$ cat src/rtl/hw_mtimer_pkg.sv
// rtl/hw_mtimer_pkg.sv - register offsets, CTRL fields, reset values and byte-merge helper for hw_mtimer
package hw_mtimer_pkg;

  localparam logic [4:0] OFF_MTIME_LO    = 5'h00;
  localparam logic [4:0] OFF_MTIME_HI    = 5'h04;
  localparam logic [4:0] OFF_MTIMECMP_LO = 5'h08;
  localparam logic [4:0] OFF_MTIMECMP_HI = 5'h0C;
  localparam logic [4:0] OFF_CTRL        = 5'h10;

  localparam int CTRL_EN_BIT  = 0;
  localparam int CTRL_DIV_LSB = 8;
  localparam int CTRL_DIV_W   = 8;

  localparam logic [63:0] MTIMECMP_RST = 64'hFFFF_FFFF_FFFF_FFFF;

  localparam logic [0:0] ST_IDLE = 1'b0;
  localparam logic [0:0] ST_ACK  = 1'b1;

  // Replace only the bytes selected by be; the rest keep old_v.
  function automatic logic [31:0] byte_merge(input logic [31:0] old_v,
                                             input logic [31:0] new_v,
                                             input logic [3:0]  be);
    logic [31:0] r;
    for (int i = 0; i < 4; i++) begin
      r[8*i +: 8] = be[i] ? new_v[8*i +: 8] : old_v[8*i +: 8];
    end
    return r;
  endfunction

endpackage

$ cat src/rtl/hw_mtimer_cnt.sv
// rtl/hw_mtimer_cnt.sv - prescaler, 64-bit mtime counter and byte-masked store merge
module hw_mtimer_cnt
  import hw_mtimer_pkg::*;
(
  input  logic                  i_clk,
  input  logic                  i_rst_n,
  input  logic                  i_en,
  input  logic [CTRL_DIV_W-1:0] i_div,
  input  logic                  i_clr_pcnt,
  input  logic                  i_wr_lo,
  input  logic                  i_wr_hi,
  input  logic [31:0]           i_wdata,
  input  logic [3:0]            i_be,
  output logic [63:0]           o_mtime
);

  logic [CTRL_DIV_W-1:0] r_pcnt;
  logic [63:0]           r_mtime;
  logic                  w_tick;
  logic [63:0]           w_inc;
  logic [63:0]           w_next;

  // Increment first, then let a store overwrite only its enabled bytes.
  always_comb begin
    w_tick = i_en && (r_pcnt == i_div);
    w_inc  = r_mtime + {63'd0, w_tick};
    w_next = w_inc;
    if (i_wr_lo) w_next[31:0]  = byte_merge(w_inc[31:0],  i_wdata, i_be);
    if (i_wr_hi) w_next[63:32] = byte_merge(w_inc[63:32], i_wdata, i_be);
  end

  // Prescaler: counts up to DIV then restarts; a CTRL store restarts it.
  always_ff @(posedge i_clk or negedge i_rst_n) begin
    if (!i_rst_n) begin
      r_pcnt <= '0;
    end else if (i_clr_pcnt) begin
      r_pcnt <= '0;
    end else if (i_en) begin
      r_pcnt <= w_tick ? '0 : r_pcnt + 8'd1;
    end
  end

  // Counter register: full 64-bit wrap, store merge applied on top.
  always_ff @(posedge i_clk or negedge i_rst_n) begin
    if (!i_rst_n) begin
      r_mtime <= '0;
    end else begin
      r_mtime <= w_next;
    end
  end

  assign o_mtime = r_mtime;

endmodule

$ cat src/rtl/hw_mtimer.sv
// rtl/hw_mtimer.sv - memory-mapped machine timer: bus FSM, decode, hi snapshot, compare/irq
module hw_mtimer
  import hw_mtimer_pkg::*;
#(
  parameter int OFFSET_W = 5
) (
  input  logic                clk_i,
  input  logic                rst_i,
  input  logic                req_i,
  input  logic                we_i,
  input  logic [OFFSET_W-1:0] addr_i,
  input  logic [31:0]         wdata_i,
  input  logic [3:0]          be_i,
  output logic [31:0]         rdata_o,
  output logic                ack_o,
  output logic                err_o,
  output logic                irq_o
);

  logic [0:0]            r_state;
  logic [63:0]           r_mtimecmp;
  logic                  r_en;
  logic [CTRL_DIV_W-1:0] r_div;
  logic [31:0]           r_hi_shadow;
  logic [31:0]           r_rdata;
  logic                  r_ack;
  logic                  r_err;
  logic                  r_irq;

  logic [63:0] w_mtime;
  logic        w_fire;
  logic        w_ok;
  logic        w_wr;
  logic        w_rd;
  logic        w_sel_mlo;
  logic        w_sel_mhi;
  logic        w_sel_clo;
  logic        w_sel_chi;
  logic        w_sel_ctrl;
  logic [31:0] w_rd_mux;

  // Decode: only aligned word offsets up to CTRL are mapped.
  always_comb begin
    w_fire     = (r_state == ST_IDLE) && req_i;
    w_ok       = (addr_i[1:0] == 2'b00) && (addr_i <= OFFSET_W'(OFF_CTRL));
    w_wr       = w_fire && we_i && w_ok;
    w_rd       = w_fire && !we_i && w_ok;
    w_sel_mlo  = (addr_i == OFFSET_W'(OFF_MTIME_LO));
    w_sel_mhi  = (addr_i == OFFSET_W'(OFF_MTIME_HI));
    w_sel_clo  = (addr_i == OFFSET_W'(OFF_MTIMECMP_LO));
    w_sel_chi  = (addr_i == OFFSET_W'(OFF_MTIMECMP_HI));
    w_sel_ctrl = (addr_i == OFFSET_W'(OFF_CTRL));
  end

  // Load data: MTIME_HI reads the snapshot taken by the last MTIME_LO load.
  always_comb begin
    w_rd_mux = '0;
    if (w_sel_mlo)  w_rd_mux = w_mtime[31:0];
    if (w_sel_mhi)  w_rd_mux = r_hi_shadow;
    if (w_sel_clo)  w_rd_mux = r_mtimecmp[31:0];
    if (w_sel_chi)  w_rd_mux = r_mtimecmp[63:32];
    if (w_sel_ctrl) begin
      w_rd_mux[CTRL_EN_BIT]                 = r_en;
      w_rd_mux[CTRL_DIV_LSB +: CTRL_DIV_W]  = r_div;
    end
  end

  hw_mtimer_cnt u_cnt (
    .i_clk      (clk_i),
    .i_rst_n    (rst_i),
    .i_en       (r_en),
    .i_div      (r_div),
    .i_clr_pcnt (w_wr && w_sel_ctrl),
    .i_wr_lo    (w_wr && w_sel_mlo),
    .i_wr_hi    (w_wr && w_sel_mhi),
    .i_wdata    (wdata_i),
    .i_be       (be_i),
    .o_mtime    (w_mtime)
  );

  // Two-state responder: accept in IDLE, always return after one ACK cycle.
  always_ff @(posedge clk_i or negedge rst_i) begin
    if (!rst_i) begin
      r_state <= ST_IDLE;
    end else if (r_state == ST_IDLE) begin
      if (req_i) r_state <= ST_ACK;
    end else begin
      r_state <= ST_IDLE;
    end
  end

  // Response registers: one-cycle ack, error flag, load data zero otherwise.
  always_ff @(posedge clk_i or negedge rst_i) begin
    if (!rst_i) begin
      r_ack   <= 1'b0;
      r_err   <= 1'b0;
      r_rdata <= '0;
    end else begin
      r_ack   <= w_fire;
      r_err   <= w_fire && !w_ok;
      r_rdata <= w_rd ? w_rd_mux : 32'd0;
    end
  end

  // Capture the live high word whenever the low word is loaded.
  always_ff @(posedge clk_i or negedge rst_i) begin
    if (!rst_i) begin
      r_hi_shadow <= '0;
    end else if (w_rd && w_sel_mlo) begin
      r_hi_shadow <= w_mtime[63:32];
    end
  end

  // Compare register and CTRL byte-masked stores.
  always_ff @(posedge clk_i or negedge rst_i) begin
    if (!rst_i) begin
      r_mtimecmp <= MTIMECMP_RST;
      r_en       <= 1'b0;
      r_div      <= '0;
    end else if (w_wr) begin
      if (w_sel_clo) r_mtimecmp[31:0]  <= byte_merge(r_mtimecmp[31:0],  wdata_i, be_i);
      if (w_sel_chi) r_mtimecmp[63:32] <= byte_merge(r_mtimecmp[63:32], wdata_i, be_i);
      if (w_sel_ctrl) begin
        if (be_i[CTRL_EN_BIT / 8])  r_en  <= wdata_i[CTRL_EN_BIT];
        if (be_i[CTRL_DIV_LSB / 8]) r_div <= wdata_i[CTRL_DIV_LSB +: CTRL_DIV_W];
      end
    end
  end

  // Registered interrupt level, independent of EN.
  always_ff @(posedge clk_i or negedge rst_i) begin
    if (!rst_i) begin
      r_irq <= 1'b0;
    end else begin
      r_irq <= (w_mtime >= r_mtimecmp);
    end
  end

  assign rdata_o = r_rdata;
  assign ack_o   = r_ack;
  assign err_o   = r_err;
  assign irq_o   = r_irq;

endmodule

$ cat config.mk
export PLATFORM = sky130hd
export DESIGN_NAME = hw_mtimer
export DESIGN_NICKNAME = d
export VERILOG_FILES = /design/src/rtl/hw_mtimer_pkg.sv /design/src/rtl/hw_mtimer_cnt.sv /design/src/rtl/hw_mtimer.sv
export SDC_FILE = /design/constraint.sdc
export NUM_CORES = 1
export LEC_CHECK = 0
export ABC_AREA = 1
export CAP_MARGIN = 20
export CORE_ASPECT_RATIO = 0.5
export CORE_MARGIN = 10
export CORE_UTILIZATION = 28
export CTS_BUF_LIST = sky130_fd_sc_hd__clkbuf_8
export DETAILED_ROUTE_END_ITERATION = 7
export GPL_TIMING_DRIVEN = 0
export MAX_ROUTING_LAYER = met4
export PLACE_DENSITY = 0.5
export SLEW_MARGIN = 15
export SYNTH_ARGS = -nofsm -noshare
export SYNTH_HDL_FRONTEND = slang
export SYNTH_SLANG_ARGS = --single-unit
$ cat constraint.sdc
create_clock -name clk_i -period 7.1 [get_ports clk_i]
set_clock_uncertainty 0.1 [all_clocks]
set_input_delay 1.065 -clock clk_i [delete_from_list [all_inputs] [get_ports clk_i]]
set_output_delay 1.065 -clock clk_i [all_outputs]
set_load 0.02 [all_outputs]
# == Word level (Yosys, flattened, before mapping) ==
# Index checks and enable logic that the tools add are counted.
# classes
reduce_logical,27
magnitude_cmp,2
addsub,2
mux,22
n_eq_ne,5
bitwise,1
# ops
operator,count
$mux W32,7
$mux W8,12
$add A64 B1 Y64,1
$ge A64 B64 Y1,1
$reduce_and A3 Y1,10
$logic_and A1 B1 Y1,12
$eq A5 B4 Y1 const B,2
$add A8 B1 Y8 const B,1
$eq A8 B8 Y1,1
$eq A5 B3 Y1 const B,1
$eq A5 B5 Y1 const B,1
$le A5 B5 Y1 const B,1
$logic_not A5 Y1,1
$mux W1,3
$logic_not A1 Y1,2
$logic_not A2 Y1,1
$reduce_bool A2 Y1,1
$not A1 Y1,1
# totals
in_bits,45
elab_cells,77
output_inout_bits,35
register_bits,213

# == Logic depth before layout (Yosys ltp) ==
# Gate-level depths: netlist of run 1.
# depth
word_depth,7
mapped_depth,18

# == By module ==
# A second synthesis of run 1 with hierarchy kept.
# unflattened
cells_unflattened,1700
area_unflattened_um2,13092.6
# modules_own_cells
module,area_each_um2,cells_each,seq_area_each_um2,n_inst
hw_mtimer,7732.4,846,3583.4,1
hw_mtimer_cnt,5360.1,854,1801.7,1

# == Worst setup path after synthesis of run 1 ==
# Ideal clock, no wire load.
# synth_path
path_type,register to register
from,reg u_cnt.r_pcnt[2]
to,"reg u_cnt.r_mtime[48], in the netlist u_cnt.o_mtime[48]"
slack_ns,4.369
stages_incl_launch_ff,17
t_arrival_ns,2.514
setup_time_ns,0.117
required_ns,6.883
path_buffers,0
path_cell_list,dfrtp_1 -> inv_1 -> nand2_1 -> o21ai_0 -> or2_2 -> nor4_1 -> ha_1 -> ha_1 -> inv_1 -> nor2_1 -> nand2_1 -> nor2_1 -> nand3_1 -> nand2_1 -> nand3_1 -> o21ai_1 -> inv_1
# synth_via
elab_chain_len,5
# synth_rtl
item,line,rtl
"start, declared",hw_mtimer_cnt.sv:17,logic [CTRL_DIV_W-1:0] r_pcnt;
"start signal, assigned",hw_mtimer_cnt.sv:39,r_pcnt <= w_tick ? '0 : r_pcnt + 8'd1;
$eq A8 B8 Y1 *,hw_mtimer_cnt.sv:25,w_tick = i_en && (r_pcnt == i_div);
$logic_and A1 B1 Y1 *,hw_mtimer_cnt.sv:25,
$add A64 B1 Y64 *,hw_mtimer_cnt.sv:26,"w_inc = r_mtime + {63'd0, w_tick};"
$mux W8,hw_mtimer_pkg.sv:25,r[8*i +: 8] = be[i] ? new_v[8*i +: 8] : old_v[8*i +: 8];
$mux W32 *,hw_mtimer_cnt.sv:29,"if (i_wr_hi) w_next[63:32] = byte_merge(w_inc[63:32], i_wdata, i_be);"
net u_cnt.w_next[48],hw_mtimer_cnt.sv:21,logic [63:0] w_next;
"end signal, assigned",hw_mtimer_cnt.sv:48,r_mtime <= w_next;
"end, declared",hw_mtimer_cnt.sv:18,logic [63:0] r_mtime;
# The timed path passes the listed nets; every way through them passes the cells marked *.
# A chain may end at the register's enable or synchronous reset.

# == Worst setup path in the final report of run 1 ==
# layout_path
from,reg u_cnt.r_pcnt[2]
to,"reg u_cnt.r_mtime[42], in the netlist u_cnt.o_mtime[42]"
# The elaborated chain is that of the path after synthesis.

==> results of run 1 <==
-- worst max-delay path, delay by kind of cell, from the launching register on --
family | cells | cell delay [ps]
compound gates | 1 | 70
xor+xnor | 1 | 190
fa+ha+maj | 2 | 740
buf+inv | 2 | 170
flops | 1 | 430
simple gates | 9 | 2250
-- routing by layer --
metal / GRT usage / vias to the layer above / wire, um
li1: - / 5865 / -
met1: 0.2527 / 5673 / 24320
met2: 0.2692 / 306 / 20970
met3: 0.03882 / 71 / 3216
met4: 0.04491 / 0 / 1001
met5: - / - / 0
-- stage by stage --
| stage | instance area [um2] | TNS [ps] | power, W |
|---|---|---|---|
| after floorplan | 12840 | 0 | 0.001401 |
| after global placement | 14380 | -799350 | 0.001528 |
| after detailed placement | 14440 | 0 | 0.001533 |
| after CTS | 15200 | 0 | 0.002721 |
| after global routing | 15200 | 0 | 0.002811 |
| final | 15200 | 0 | 0.002693 |
-- placed cells by master, fill, tap and decap left out, drive strengths merged, types with 26 or more instances in the layout --
| master | synthesis | final |
|---|---|---|
| nand4 | 46 | 46 |
| inv | 240 | 256 |
| o21ai | 214 | 214 |
| a21oi | 71 | 71 |
| ha | 67 | 67 |
| clkdlybuf4s50 | 0 | 78 |
| nand2 | 508 | 508 |
| dfstp | 64 | 64 |
| buf | 23 | 26 |
| nor2 | 169 | 169 |
| clkbuf | 19 | 69 |
| dfrtp | 148 | 148 |
| nand3 | 117 | 117 |
-- cell type report --
type / count / area share
clock buffers: 50 / 0.04527
flip-flops and latches: 212 / 0.3542
clock inverters: 18 / 0.004938
multi-input cells: 1253 / 0.4166
inverters: 240 / 0.05942
repair buffers: 81 / 0.05597
well taps: 598 / 0.04922
plain buffers: 42 / 0.01432
-- final timing paths --
check                           startpoint           endpoint  slack [ps]  cells past startpoint
hold / removal                       rst_i  u_cnt.o_mtime[36]         240                      1
hold reg to reg                      ack_o              err_o         350                      1
setup reg to reg           u_cnt.r_pcnt[2]  u_cnt.o_mtime[42]        3010                     15
max in group asynchronous            rst_i     r_mtimecmp[16]        5850                      2
setup / recovery           u_cnt.r_pcnt[2]  u_cnt.o_mtime[42]        3010                     15
min in group clk_i                   ack_o              err_o         350                      1
-- report_power, final --
| group | switching, W | internal, W | leakage, nW |
|---|---|---|---|
| registers | 0.0000327 | 0.00124 | 2.50 |
| clock network | 0.000552 | 0.000627 | 0.445 |
| logic | 0.000157 | 0.0000808 | 3.87 |
-- state kept, by name, summed over array words and instances (netlist names) --
name           cells
r_mtimecmp        64
rdata_o           32
r_div              8
ack_o              1
u_cnt.r_pcnt       8
r_en               1
u_cnt.o_mtime     64
r_hi_shadow       32
err_o              1
irq_o              1
-- cell families (layout without fill, tap and decap cells) --
group / Yosys count / after routing / share of synthesized area
flip-flops: 212 / 212 / 0.4194
buffers and inverters: 282 / 431 / 0.08731
adder cells (fa/ha/maj): 67 / 67 / 0.06529
AND/OR/NAND/NOR: 858 / 858 / 0.2883
multiplexers: 1 / 1 / 0.0008770
AO/OA/AOI/OAI: 292 / 292 / 0.1149
XOR/XNOR: 35 / 35 / 0.02387
==> results by group, run 1 <==
Global routing
  • GRT overflow: 0
  • Initial antenna violation count: 0
  • First-pass GRT wire length: 73.69 mm
  • Vias in the first global route: 11550
  • GRT Util Overall: 0.1829
  • Pin count of the biggest net entering global routing: 99

Logic synthesis
  • Cells after Synth: 1747
  • Synth top area cells: dfrtp_1 (29%), nand2_1 (15%), dfstp_2 (13%)
  • Syn Nets: 1859
  • Avg Synthesized Cell Area: 7.350 um2
  • Sequential area share after synthesis: 0.4194
  • Primary FF master, synth: dfrtp_1
  • Synth top area share: 0.2884
  • Cell Area, Synth: 12840 um2
  • Post-synth EDFFs: 0
  • Fraction of registers with async set/reset: 1.000
  • Synthesis-stage register bit count: 212
  • Ys Warns: 0
  • Most common cell in the synthesized netlist: nand2_1
  • Largest area contributor in the netlist: dfrtp_1
  • Distinct cells, synth: 39
  • Synth top cells by count: nand2_1 (503), inv_1 (232), o21ai_0 (207), nor2_1 (161), dfrtp_1 (148)

Route
  • DRT Pass-1 Iters: 5
  • Total Wirelength: 49.50 mm
  • Vias per cell: 4.777
  • Post-route DRC: 0
  • Remaining antenna violation count: 0
  • DR iter-0 viols: 1083
  • Total number of vias: 11920
  • DR WL/cell: 19.85 um

Clocking
  • CTS Hold Bufs: 0
  • Root Buffer: clkbuf_8
  • Cts repair resizes: 0
  • Cts bufs inserted: 37
  • Setup Fix Bufs, Post-CTS: 0
  • H-tree depth: 2
  • TritonCTS clock tree: built
  • CTS Buffer Depth: 3
  • Worst-path clk slew: 70 ps
  • Clock Sinks: 212
  • Clock latency at the later pin of the worst-skew pair: 580 ps

Layout
  • Final Util: 0.3357
  • Register area: 5385 um2
  • Area of the multi-input gates: 6334 um2
  • Fillers: 4901
  • Final Net Count: 1979
  • Ant. Diodes: 0
  • Non-Filler Instances: 2494
  • Layout cells sized above 1: 0.09283
  • Area grow syn2layout: 18.40%

STA
  • Max Fclk: 244.7 MHz
  • Rel. slew slack: 0.3155
  • Post-route setup slack: 3014 ps
  • RSZ-0062 raised after global routing: false
  • Slew Limit Fails: 0
  • Hold_ws: 241.9 ps
  • Fin crit period: 4086 ps
  • Tcrit/Tclk final: 0.5756
  • Final setup viols: 0
  • Fin. Hold Viols: 0
  • Worst-Margin Slew: 1027 ps

Setup path
  • Worst path slowest cell: nor4_1
  • Critical Path Sink Type: flip-flop
  • Crit path required time: 7440 ps
  • Startpoint Class: flip-flop
  • Critical Path AT: 4430 ps
  • Max Fanout on Critical Path: 6
  • Critical Path, Cell by Cell: inv_1 > nand2_1 > o21ai_0 > or2_2 > nor4_1 > ha_1 > ha_1 > inv_1 > nor2_1 > nand3_1 > nor2_1 > nand3_1 > xor2_1 > nand2_1 > nand2_1
  • Slowest Stage Delay on Critical Path: 710 ps
  • Critical path class: flip-flop to flip-flop
  • CP most frequent cell: nand2_1

Place
  • Port Buffer Count: 79
  • GP Congestion: 0.9618
  • Dpl cells: 2426
  • Place WS: 3096 ps
  • Placed wire-length estimate: 38.70 mm

Die
  • Die X: 322.8 um
  • Ports: 80
  • Initial core utilization: 0.2836
  • Row cnt: 55
  • Die Y: 171.4 um
  • Die Footprint: 55340 um2
  • Core area: 45280 um2

Worst hold path
  • HP Class: input port to async pin

Pwr
  • Peak VDD IR: 0.00009386 V
  • Lkg Pwr: 6.807 nW
  • Pwr/cell area: 177.2 nW/um2

Job
  • Max-Cap Viols: 0

Status
  • Status: finished clean
Note: power is estimated with default switching activity, not from simulation.
==> run 2, diff against run 1 <==
==> constraint.sdc (replaced) <==
create_clock -name clk_i -period 4 [get_ports clk_i]
set_clock_uncertainty 0.1 [all_clocks]
set_input_delay 0.6 -clock clk_i [delete_from_list [all_inputs] [get_ports clk_i]]
set_output_delay 0.6 -clock clk_i [all_outputs]
set_load 0.02 [all_outputs]
==> run 2 against run 1 <==
  * First-iteration DRC count down 3.8%
  * Cell count about the same
  * Wire length about the same
  * Count of clock-buffer cells in the layout unchanged
  * Die area unchanged
  * Critical endpoint unchanged
  * Flip-flop and latch count unchanged
  * Register-to-register slack worse by 2900 ps
  * Largest power group unchanged
==> results by group, run 2 (synthesis gave the netlist of run 1 again) <==
Status
  • Status: finished clean

Pwr
  • Lkg Pwr: 6.812 nW
  • Pwr/cell area: 313.9 nW/um2
  • Peak VDD IR: 0.0001669 V

Global routing
  • Met3 usage: 0.03882
  • GRT overflow: 0
  • Global-route track usage on met1: 0.2527
  • Initial antenna violation count: 0
  • First-pass GRT wire length: 73.71 mm
  • Grt met2 use: 0.2694
  • Vias in the first global route: 11550
  • Pin count of the biggest net entering global routing: 99
  • GRT Util Overall: 0.1829
  • Top Usage Layer GRT: met2

Route
  • DR iter-0 viols: 1042
  • Total number of vias: 11960
  • DR WL/cell: 19.85 um
  • Total Wirelength: 49.53 mm
  • DRT Pass-1 Iters: 5
  • Post-route DRC: 0
  • Remaining antenna violation count: 0
  • Vias per cell: 4.794

Layout
  • Fillers: 4900
  • Commonest non-fill, non-tap cell in the layout: nand2_1
  • Area of the multi-input gates: 6342 um2
  • Area grow syn2layout: 18.54%
  • Register area: 5385 um2
  • Layout cells sized above 1: 0.09383
  • Final Util: 0.3361
  • Final Net Count: 1980
  • Most frequent cells in the layout: nand2_1 (503), inv_1 (248), o21ai_0 (207)
  • Non-Filler Instances: 2495
  • Ant. Diodes: 0

Clocking
  • Root Buffer: clkbuf_8
  • TritonCTS clock tree: built
  • Cts bufs inserted: 37
  • Clock Sinks: 212
  • CTS Buffer Depth: 3
  • Setup Fix Bufs, Post-CTS: 0
  • Worst-path clk slew: 60 ps
  • Clock latency at the later pin of the worst-skew pair: 580 ps
  • H-tree depth: 2

Job
  • Max-Cap Viols: 0

Die
  • Ports: 80
  • Core area: 45280 um2
  • Die X: 322.8 um
  • Die Y: 171.4 um
  • Die Footprint: 55340 um2
  • Row cnt: 55
  • Initial core utilization: 0.2836

STA
  • Slew Limit Fails: 0
  • Fin. Hold Viols: 0
  • Max Fclk: 260.4 MHz
  • Fin crit period: 3840 ps
  • Worst-Margin Slew: 990.1 ps
  • Rel. slew slack: 0.3399
  • Final setup viols: 0
  • RSZ-0062 raised after global routing: false
  • Setup TNS: 0 ps
  • Tcrit/Tclk final: 0.9600

Setup path
  • Critical path class: flip-flop to flip-flop
  • Max Fanout on Critical Path: 6
  • Crit path required time: 4340 ps
  • Critical Path Sink Type: flip-flop
  • Critical Path AT: 4180 ps
  • Startpoint Class: flip-flop

Place
  • Dpl cells: 2426
  • Port Buffer Count: 79
  • GP Congestion: 0.9618
  • Placed wire-length estimate: 38.70 mm

Worst hold path
  • HP Class: flip-flop to flip-flop
==> run 2: cell count changes in the layout (fill, tap and decap cells not counted), sizes merged <==
cell,previous run,this run
dlygate4sd3,0,1
==> run 2: layer usage <==
metal | up-vias | wire, um
met2 | 335 | 20970
met3 | 71 | 3733
met4 | 0 | 1000
met5 | - | 0
li1 | 5872 | -
met1 | 5683 | 23830
==> run 2: report_power, final <==
part           internal [W]  switching (W)  total (W)
clock               0.00111       0.000978    0.00209
sequential          0.00221      0.0000577    0.00227
combinational      0.000144       0.000278   0.000422
total               0.00346        0.00131    0.00478
==> run 2: final cells by class <==
class                   instances  share of cell area
flip-flops and latches        212              0.3538
well taps                     598             0.04916
clock buffers                  50             0.04521
plain buffers                  42             0.01430
clock inverters                18            0.004932
inverters                     240             0.05935
multi-input cells            1253              0.4167
repair buffers                 82             0.05656
==> run 2: worst paths after layout <==
kind                                 startpoint           endpoint  slack (ps)  cells after the start
worst max-delay path            u_cnt.r_pcnt[2]  u_cnt.o_mtime[42]         160                     15
worst min-delay path                      ack_o              err_o         350                      1
worst max register to register  u_cnt.r_pcnt[2]  u_cnt.o_mtime[42]         160                     15
worst min register to register            ack_o              err_o         350                      1
max in group asynchronous                 rst_i     r_mtimecmp[16]        2630                      3
min in group asynchronous                 rst_i  u_cnt.o_mtime[32]         370                      2
==> run 2: what timing repair did <==
action,4_1_cts,5_1_grt
resized for setup,0,2
hold buffers,1,0
setup endpoints to repair,0,13
hold endpoints to repair,17,0
==> run 2: worst max-delay path, stage by stage (launching register included) <==
cell	delay (ps)
dfrtp_1	430
inv_1	90
nand2_1	80
o21ai_0	70
or2_2	280
nor4_2	490
ha_1	400
ha_1	300
inv_1	80
nor2_1	180
nand3_1	250
nor2_1	420
nand3_1	240
xor2_1	190
nand2_1	60
nand2_1	50
==> run 2: metrics by stage <==
| step | hold WS, ps | worst slack, ps | total power, W | instance area [um2] |
|---|---|---|---|---|
| floorplan | 204.4 | 1269 | 0.002487 | 12840 |
| global placement | 351.8 | -7317 | 0.002712 | 14380 |
| detailed placement | 338.1 | 74.19 | 0.002721 | 14440 |
| CTS | 341.2 | 17.83 | 0.004830 | 15210 |
| global route | 376.2 | 27.20 | 0.004990 | 15220 |
| finish | 348.7 | 160.1 | 0.004778 | 15220 |
==> run 3, diff against run 2 <==
==> constraint.sdc (replaced) <==
create_clock -name clk_i -period 4 [get_ports clk_i]
set_clock_uncertainty 0.1 [all_clocks]
set_input_delay 0.8 -clock clk_i [delete_from_list [all_inputs] [get_ports clk_i]]
set_output_delay 0.8 -clock clk_i [all_outputs]
set_load 0.02 [all_outputs]
==> results of run 3 <==
Same layout as run 2 (identical final DEF). Status: finished clean.
